**src/rtl/player_cmd_scheduler.sv**
```systemverilog
// player_cmd_scheduler
// Latches front-panel button pulses as pending requests, serves them one at a
// time in fixed priority (play > next > prev > volup > voldn), owns the
// play/track/volume state and presents each change as a valid/ready command.
//
// state | meaning
// IDLE  | no command outstanding; picks the highest-priority pending request
// ISSUE | command held on cmd_code/cmd_arg until cmd_ready
module player_cmd_scheduler #(
  parameter int NUM_TRACKS = 10,
  parameter int TRACK_W    = 4,
  parameter int VOL_STEP   = 16,
  parameter int VOL_INIT   = 128
) (
  input  logic               clk,
  input  logic               reset,
  input  logic               btn_play,
  input  logic               btn_next,
  input  logic               btn_prev,
  input  logic               btn_volup,
  input  logic               btn_voldn,
  output logic               cmd_valid,
  input  logic               cmd_ready,
  output logic [1:0]         cmd_code,
  output logic [7:0]         cmd_arg,
  output logic               playing,
  output logic [TRACK_W-1:0] track,
  output logic [7:0]         volume
);

  typedef enum logic {IDLE, ISSUE} state_t;

  localparam logic [1:0] CODE_PLAY   = 2'd0;
  localparam logic [1:0] CODE_PAUSE  = 2'd1;
  localparam logic [1:0] CODE_TRACK  = 2'd2;
  localparam logic [1:0] CODE_VOLUME = 2'd3;

  localparam int REQ_PLAY  = 0;
  localparam int REQ_NEXT  = 1;
  localparam int REQ_PREV  = 2;
  localparam int REQ_VOLUP = 3;
  localparam int REQ_VOLDN = 4;

  localparam logic [TRACK_W-1:0] TRACK_LAST = TRACK_W'(NUM_TRACKS - 1);
  localparam logic [TRACK_W-1:0] TRACK_ONE  = TRACK_W'(1);
  localparam logic [7:0]         VOL_STEP_B = 8'(VOL_STEP);
  localparam logic [7:0]         VOL_UP_LIM = 8'(255 - VOL_STEP);
  localparam logic [7:0]         VOL_MAX    = 8'hFF;
  localparam logic [7:0]         VOL_RST    = 8'(VOL_INIT);

  state_t               state;
  logic [4:0]           pending;
  logic [4:0]           btn_vec;
  logic [4:0]           sel;
  logic [TRACK_W-1:0]   track_inc;
  logic [TRACK_W-1:0]   track_dec;
  logic [7:0]           vol_up;
  logic [7:0]           vol_dn;

  assign btn_vec = {btn_voldn, btn_volup, btn_prev, btn_next, btn_play};

  // One-hot pick of the highest-priority pending request, only while IDLE
  always_comb begin
    sel = '0;
    if (state == IDLE) begin
      if (pending[REQ_PLAY])       sel[REQ_PLAY]  = 1'b1;
      else if (pending[REQ_NEXT])  sel[REQ_NEXT]  = 1'b1;
      else if (pending[REQ_PREV])  sel[REQ_PREV]  = 1'b1;
      else if (pending[REQ_VOLUP]) sel[REQ_VOLUP] = 1'b1;
      else if (pending[REQ_VOLDN]) sel[REQ_VOLDN] = 1'b1;
    end
  end

  // Candidate new track/volume values with wrap and saturation applied
  always_comb begin
    track_inc = (track == TRACK_LAST) ? '0 : track + TRACK_ONE;
    track_dec = (track == '0) ? TRACK_LAST : track - TRACK_ONE;
    vol_up    = (volume > VOL_UP_LIM) ? VOL_MAX : volume + VOL_STEP_B;
    vol_dn    = (volume < VOL_STEP_B) ? 8'd0 : volume - VOL_STEP_B;
  end

  // Pending requests: a new pulse wins over the clear of the bit being served
  always_ff @(posedge clk) begin
    if (!reset) begin
      pending <= '0;
    end else begin
      pending <= (pending & ~sel) | btn_vec;
    end
  end

  // Scheduler FSM with registered command outputs and player state
  always_ff @(posedge clk) begin
    if (!reset) begin
      state     <= IDLE;
      cmd_valid <= 1'b0;
      cmd_code  <= CODE_PLAY;
      cmd_arg   <= 8'd0;
      playing   <= 1'b0;
      track     <= '0;
      volume    <= VOL_RST;
    end else begin
      case (state)
        IDLE: begin
          if (sel[REQ_PLAY]) begin
            playing   <= ~playing;
            cmd_code  <= playing ? CODE_PAUSE : CODE_PLAY;
            cmd_arg   <= 8'd0;
            cmd_valid <= 1'b1;
            state     <= ISSUE;
          end else if (sel[REQ_NEXT]) begin
            track     <= track_inc;
            cmd_code  <= CODE_TRACK;
            cmd_arg   <= 8'(track_inc);
            cmd_valid <= 1'b1;
            state     <= ISSUE;
          end else if (sel[REQ_PREV]) begin
            track     <= track_dec;
            cmd_code  <= CODE_TRACK;
            cmd_arg   <= 8'(track_dec);
            cmd_valid <= 1'b1;
            state     <= ISSUE;
          end else if (sel[REQ_VOLUP]) begin
            // Already at full scale: request is consumed silently
            if (volume != VOL_MAX) begin
              volume    <= vol_up;
              cmd_code  <= CODE_VOLUME;
              cmd_arg   <= vol_up;
              cmd_valid <= 1'b1;
              state     <= ISSUE;
            end
          end else if (sel[REQ_VOLDN]) begin
            if (volume != 8'd0) begin
              volume    <= vol_dn;
              cmd_code  <= CODE_VOLUME;
              cmd_arg   <= vol_dn;
              cmd_valid <= 1'b1;
              state     <= ISSUE;
            end
          end
        end
        ISSUE: begin
          if (cmd_ready) begin
            cmd_valid <= 1'b0;
            state     <= IDLE;
          end
        end
        default: begin
          cmd_valid <= 1'b0;
          state     <= IDLE;
        end
      endcase
    end
  end

endmodule
```
**config.mk**
```make
export PLATFORM = sky130hd
export DESIGN_NAME = player_cmd_scheduler
export DESIGN_NICKNAME = d
export VERILOG_FILES = /design/src/rtl/player_cmd_scheduler.sv
export SDC_FILE = /design/constraint.sdc
export NUM_CORES = 1
export LEC_CHECK = 0
export ABC_AREA = 1
export BUFFER_PORTS_ARGS = -buffer_cell sky130_fd_sc_hd__buf_2
export CAP_MARGIN = 20
export CORE_UTILIZATION = 43
export DETAILED_ROUTE_END_ITERATION = 8
export SLEW_MARGIN = 20
export SYNTH_ARGS = -nofsm -noshare
export SYNTH_HDL_FRONTEND = slang
export SYNTH_SLANG_ARGS = --single-unit
```
**constraint.sdc**
```tcl
create_clock -name clk -period 2.6 [get_ports clk]
set_input_delay 0.52 -clock clk [delete_from_list [all_inputs] [get_ports clk]]
set_output_delay 0.52 -clock clk [all_outputs]
set_load 0.02 [all_outputs]
```
# Word level (Yosys, flattened, before mapping)
# Index checks and enable logic that the tools add are counted.
[classes]
n_addsub = 4
mux = 49
n_bitwise = 8
reduce_logical = 12
n_eq_ne = 8
order_cmp = 2
[op_table]
columns = ["operator", "n"]
rows = [
  ["two-way mux 8 bit", 9],
  ["two-way mux 1 bit", 23],
  ["two-way mux 4 bit", 5],
  ["two-way mux 2 bit", 8],
  ["!= test 6 x 5 -> 1 bit, second input constant", 2],
  ["nonzero test 5 bit", 2],
  ["adder 8 x 5 -> 8 bit, second input constant", 1],
  ["> comparator 8 bit, second input constant", 1],
  ["less-than comparator 8 x 5 -> 1 bit, second input constant", 1],
  ["!= test 8 bit, second input constant", 1],
  ["AND reduction 4 bit", 2],
  ["nonzero test 8 bit", 1],
  ["subtractor 8 x 5 -> 8 bit, second input constant", 1],
  ["AND reduction 7 bit", 1],
  ["!= test 6 bit, second input constant", 1],
  ["nonzero test 2 bit", 3],
  ["bitwise AND 5 bit", 1],
  ["two-way mux 5 bit", 1],
  ["!= test 5 x 4 -> 1 bit, second input constant", 1],
  ["NOT 1 bit", 5],
  ["NOT 5 bit", 1],
  ["bitwise OR 5 bit", 1],
  ["adder 4 x 1 -> 4 bit, second input constant", 1],
  ["== test 4 bit, second input constant", 1],
  ["other kinds (8)", 9],
]
[word_totals]
output_inout_bits = 24
inputBits = 8
ff_bits = 30
elab_cells = 91

# Logic depth before layout (Yosys ltp)
[depth]
ltp_word = 12
mapped_depth = 11

# Worst setup path before layout
# No wires, ideal clock.
[synth_timing]
path_kind = "flip-flop to flip-flop"
startpoint = "reg volume[4]"
endpoint = "reg volume[2]"
required_time_ps = 2475
setup_ps = 125
slack_ps = 987
synth_period_minus_slack_ps = 1613
stages_incl_launch_ff = 10
arrival_time_ps = 1488
path_buffers = 1
cell_sequence = "dfxtp_1 -> ha_1 -> nand2_1 -> nor2_2 -> nand2_1 -> nand2_2 -> nand2_4 -> buf_8 -> o21ai_0 -> a31oi_1"
[synth_via]
elab_chain_len = 5
elab_cells_between_ends = 13
cone_classes = "2 x order compare; 2 x eq/ne; 6 x mux; 3 x reduce/logical"
[synth_lines]
columns = ["element", "line_no", "text"]
rows = [
  ["start: declaration", "28", "output logic [7:0] volume"],
  ["start signal: assignment", "125", "volume <= vol_up;"],
  ["start signal: assignment", "133", "volume <= vol_dn;"],
  ["less-than comparator 8 x 5 -> 1 bit", "79", "vol_dn = (volume < VOL_STEP_B) ? 8'd0 : volume - VOL_STEP_B;"],
  ["two-way mux 8 bit", "79", ""],
  ["two-way mux 8 bit", "132", "if (volume != 8'd0) begin"],
  ["two-way mux 8 bit", "131", "end else if (sel[REQ_VOLDN]) begin"],
  ["two-way mux 8 bit", "122", "end else if (sel[REQ_VOLUP]) begin"],
]
# Several ways; a longest one is shown, not always the timed one. The select of a mux whose other input is x is not followed.
# A chain may end at the register's enable or synchronous reset.

# Worst setup path after layout
[layout_timing]
startpoint = "reg volume[4]"
endpoint = "reg volume[0]"
# The elaborated chain is that of the path after synthesis.

==> impl_results.md <==
* Status: finished, final reports clean
* Worst r2r src: volume[4]
* Critical path arrival at 1.88 ns
* Worst R2R End: volume[0]
* CP top delay family: simple AND/OR/NAND/NOR gates
* R2r worst-path depth at 10
* Die Y at 63.10 um
* Syn_area_per_cell at 7.010 sq um
* 1st-iter DRT viols at 53
* Hold slack at 0.4458 ns
* CTS resizes at 0
* Hold buffers post-CTS at 0
* Clock power share at 0.395
* Layout Nets at 276
* Slack of the worst reg-to-reg path at 0.93 ns
* First-pass DRT Iterations at 5
* Routed WL per cell at 12.05 um
* WHS Endpoint: pending[3]
* Flip-flop and latch count after synthesis at 30
* Largest net degree at the start of global routing at 16
* Switching part of the total at 0.3036
* Clock skew at 0.008464 ns
* Final setup TNS at 0 ns
* Worst stage delay on the critical path at 0.35 ns
* Sequential fraction of the synthesis area at 0.3741
* Combinational fraction of design power at 0.229
* CP max stage cell: dfxtp_1
* Internal at 1032 uW
* Yosys synthesis warning count at 0
* I/O pin count at 32
* Dpl hpwl at 2.790 mm
* Cell Rows at 21
* Crit path cell chain: inv_1 -> ha_1 -> inv_1 -> nor3_1 -> nand2_1 -> nand2_1 -> nand2_4 -> inv_2 -> o21ai_0 -> a21oi_1
* Seq pwr share at 0.376
* Initial Utilization at 0.4628
* DRC violation count after routing at 0
* Number of standard cells after synthesis at 229
* Crit path max fanout at 12
* Diodes inserted at 0
* Area delta synth->final at 20.73%
* Final hold vios at 0
* DIE WIDTH at 63.10 um
* Tot GR Track Use at 0.2019
* Most frequent cells in the layout: nand2_1, buf_2, dfxtp_1, inv_1, a21oi_1
* Met2 WL post-DR at 1.599 mm
* Die area at 3982 sq um
* Worst-Skew Late Latency at 0.28 ns
* Max-cap viol count at 0
* H-tree levels at 2
* Total grt overflow at 0
* Startpoint Class: flop
* P_sw at 450.0 uW
* Worst Setup Path Type: flop to flop
* PortBufs at 31
* RSZ-0062 raised after global routing: false
* DR WL met3 at 217 um
* CTS Buf Count at 5
* Min Tclk post-route at 1.673 ns
* Final Setup Violations at 0
* Worst hold stages at 3
* Clk buf depth at 2
* Routed length on met1 at 1.882 mm
* Initial antenna violation count at 0
* Hold Crit Start: btn_volup
* Total core area at 3468 sq um
* Via count at 1557
* Leak at 0.0009672 uW
* Syn_nets at 241
* Max Freq at 597.6 MHz
* Layout fillers at 361
* CP Capture Type: flop
* DRT Wirelength at 3.748 mm
* CTS tree: yes
* Worst-margin pin slew at 0.5550 ns
* First-pass GRT wire length at 6.341 mm
* Slew headroom at 0.6296
* Max VDD drop at 451.2 uV
* CTS root buf: clkbuf_8
* Antenna viol nets, final at 0
* Layout cells sized above 1 at 0.2113
* Mapped cell area at 1605 sq um
* Worst-path clk slew at 0.07 ns
* PD cells at 764.7 nW/um^2
* Synth unique cells at 27
* CP bufs+invs at 3
* Placer Congestion at 0.8686
* Post-CTS Setup Bufs at 0
* Final period util at 0.6436
* Worst EP required at 2.80 ns
* CTS Sinks at 30
* Top Layer Used: met4
* Most common cell after layout, fill and taps aside: nand2_1
* Hold Crit Class: input pin to flop
* Vias in the first global route at 1402
* DR vias/cell at 5.006
* Final Slew Violations at 0
## Yosys cell counts
library cell / count / share of area
clkbuf_1: 1 / 0.0023
nand2_2: 1 / 0.0039
dfxtp_1: 30 / 0.37
nor2_2: 2 / 0.0078
nor2_4: 1 / 0.0070
nor2_1: 22 / 0.051
nand2_1: 48 / 0.11
inv_2: 4 / 0.0094
buf_1: 1 / 0.0023
buf_8: 1 / 0.0094
ha_1: 4 / 0.031
nand4_1: 3 / 0.012
o2111ai_2: 1 / 0.0094
nand2_4: 3 / 0.021
nand3_1: 20 / 0.062
nand3_2: 2 / 0.012
inv_1: 29 / 0.068
nor2_8: 1 / 0.012
o21ai_0: 14 / 0.044
or2_2: 2 / 0.0078
o211ai_1: 6 / 0.028
nand3b_1: 1 / 0.0047
a31oi_1: 2 / 0.0078
xor2_1: 2 / 0.011
a21oi_1: 24 / 0.075
nor3_1: 3 / 0.0094
a211oi_1: 1 / 0.0047
## tightest hold or removal path, delay by kind of cell
family / cells / cell delay [ns]
and+or+nand+nor: 1 / 0.07
buffers and inverters: 1 / 0.08
AOI/OAI and AO/OA: 1 / 0.03
## state kept, by name, summed over array words and instances, names as in the netlist
name       cells
cmd_arg        8
cmd_code       2
cmd_valid      1
pending        5
playing        1
state          1
track          4
volume         8
## area by class of cell
type | count | area [sq um] | share of cell area
tap | 46 | 57.56 | 0.02970
clock buffer | 6 | 82.58 | 0.04261
clock inverter | 2 | 60.06 | 0.03099
inverter | 33 | 123.9 | 0.06391
timing repair buffer | 31 | 155.1 | 0.08005
multi-input combinational | 163 | 858.3 | 0.4429
sequential | 30 | 600.6 | 0.3099
## power by group through the flow
stage / Clock (uW) / Sequential, uW / Combinational (uW)
floorplan: 0 / 606 / 208
global placement: 0 / 567 / 342
detailed placement: 0 / 567 / 339
CTS: 592 / 557 / 341
global route: 619 / 567 / 377
finish: 585 / 557 / 340
## per-layer routing
layer  global-route usage  vias up
li1                     -      819
met2               0.3038       40
met1               0.2784      691
met3              0.04710        7
met4              0.07267        0
met5                    0        -
## worst max-delay path by stage
stage               startpoint         end  slack (ns)  depth (start not counted)
floorplan            volume[4]   volume[2]        0.99                          9
global placement     volume[4]   volume[5]        0.95                         10
detailed placement   volume[4]   volume[0]        0.95                         10
CTS                  volume[4]   volume[0]        0.93                         10
global route         volume[4]  cmd_arg[3]        0.72                          9
finish               volume[4]   volume[0]        0.93                         10
## logic make-up (layout without fill, tap and decap cells)
family | Yosys count | after routing | synth area share
buffers and inverters | 36 | 72 | 0.09118
XOR/XNOR | 2 | 2 | 0.01091
flip-flops | 30 | 30 | 0.3741
adder cells (fa/ha/maj) | 4 | 4 | 0.03118
AND/OR/NAND/NOR | 109 | 109 | 0.3242
AO/OA/AOI/OAI | 48 | 48 | 0.1684
## through the flow
stage / setup slack, ns / cells / total power (uW) / util / cell area (sq um)
6_report: 0.9267 / 311 / 1482 / 0.5588 / 1938
3_5_place_dp: 0.9548 / 303 / 905.8 / 0.5177 / 1795
3_3_place_gp: 0.9522 / 303 / 909.8 / 0.5177 / 1795
5_1_grt: 0.7159 / 311 / 1562 / 0.5588 / 1938
2_1_floorplan: 0.9869 / 229 / 814.6 / - / 1605
4_1_cts: 0.9334 / 311 / 1490 / 0.5588 / 1938
No activity file was read; power rests on OpenSTA's default activity.
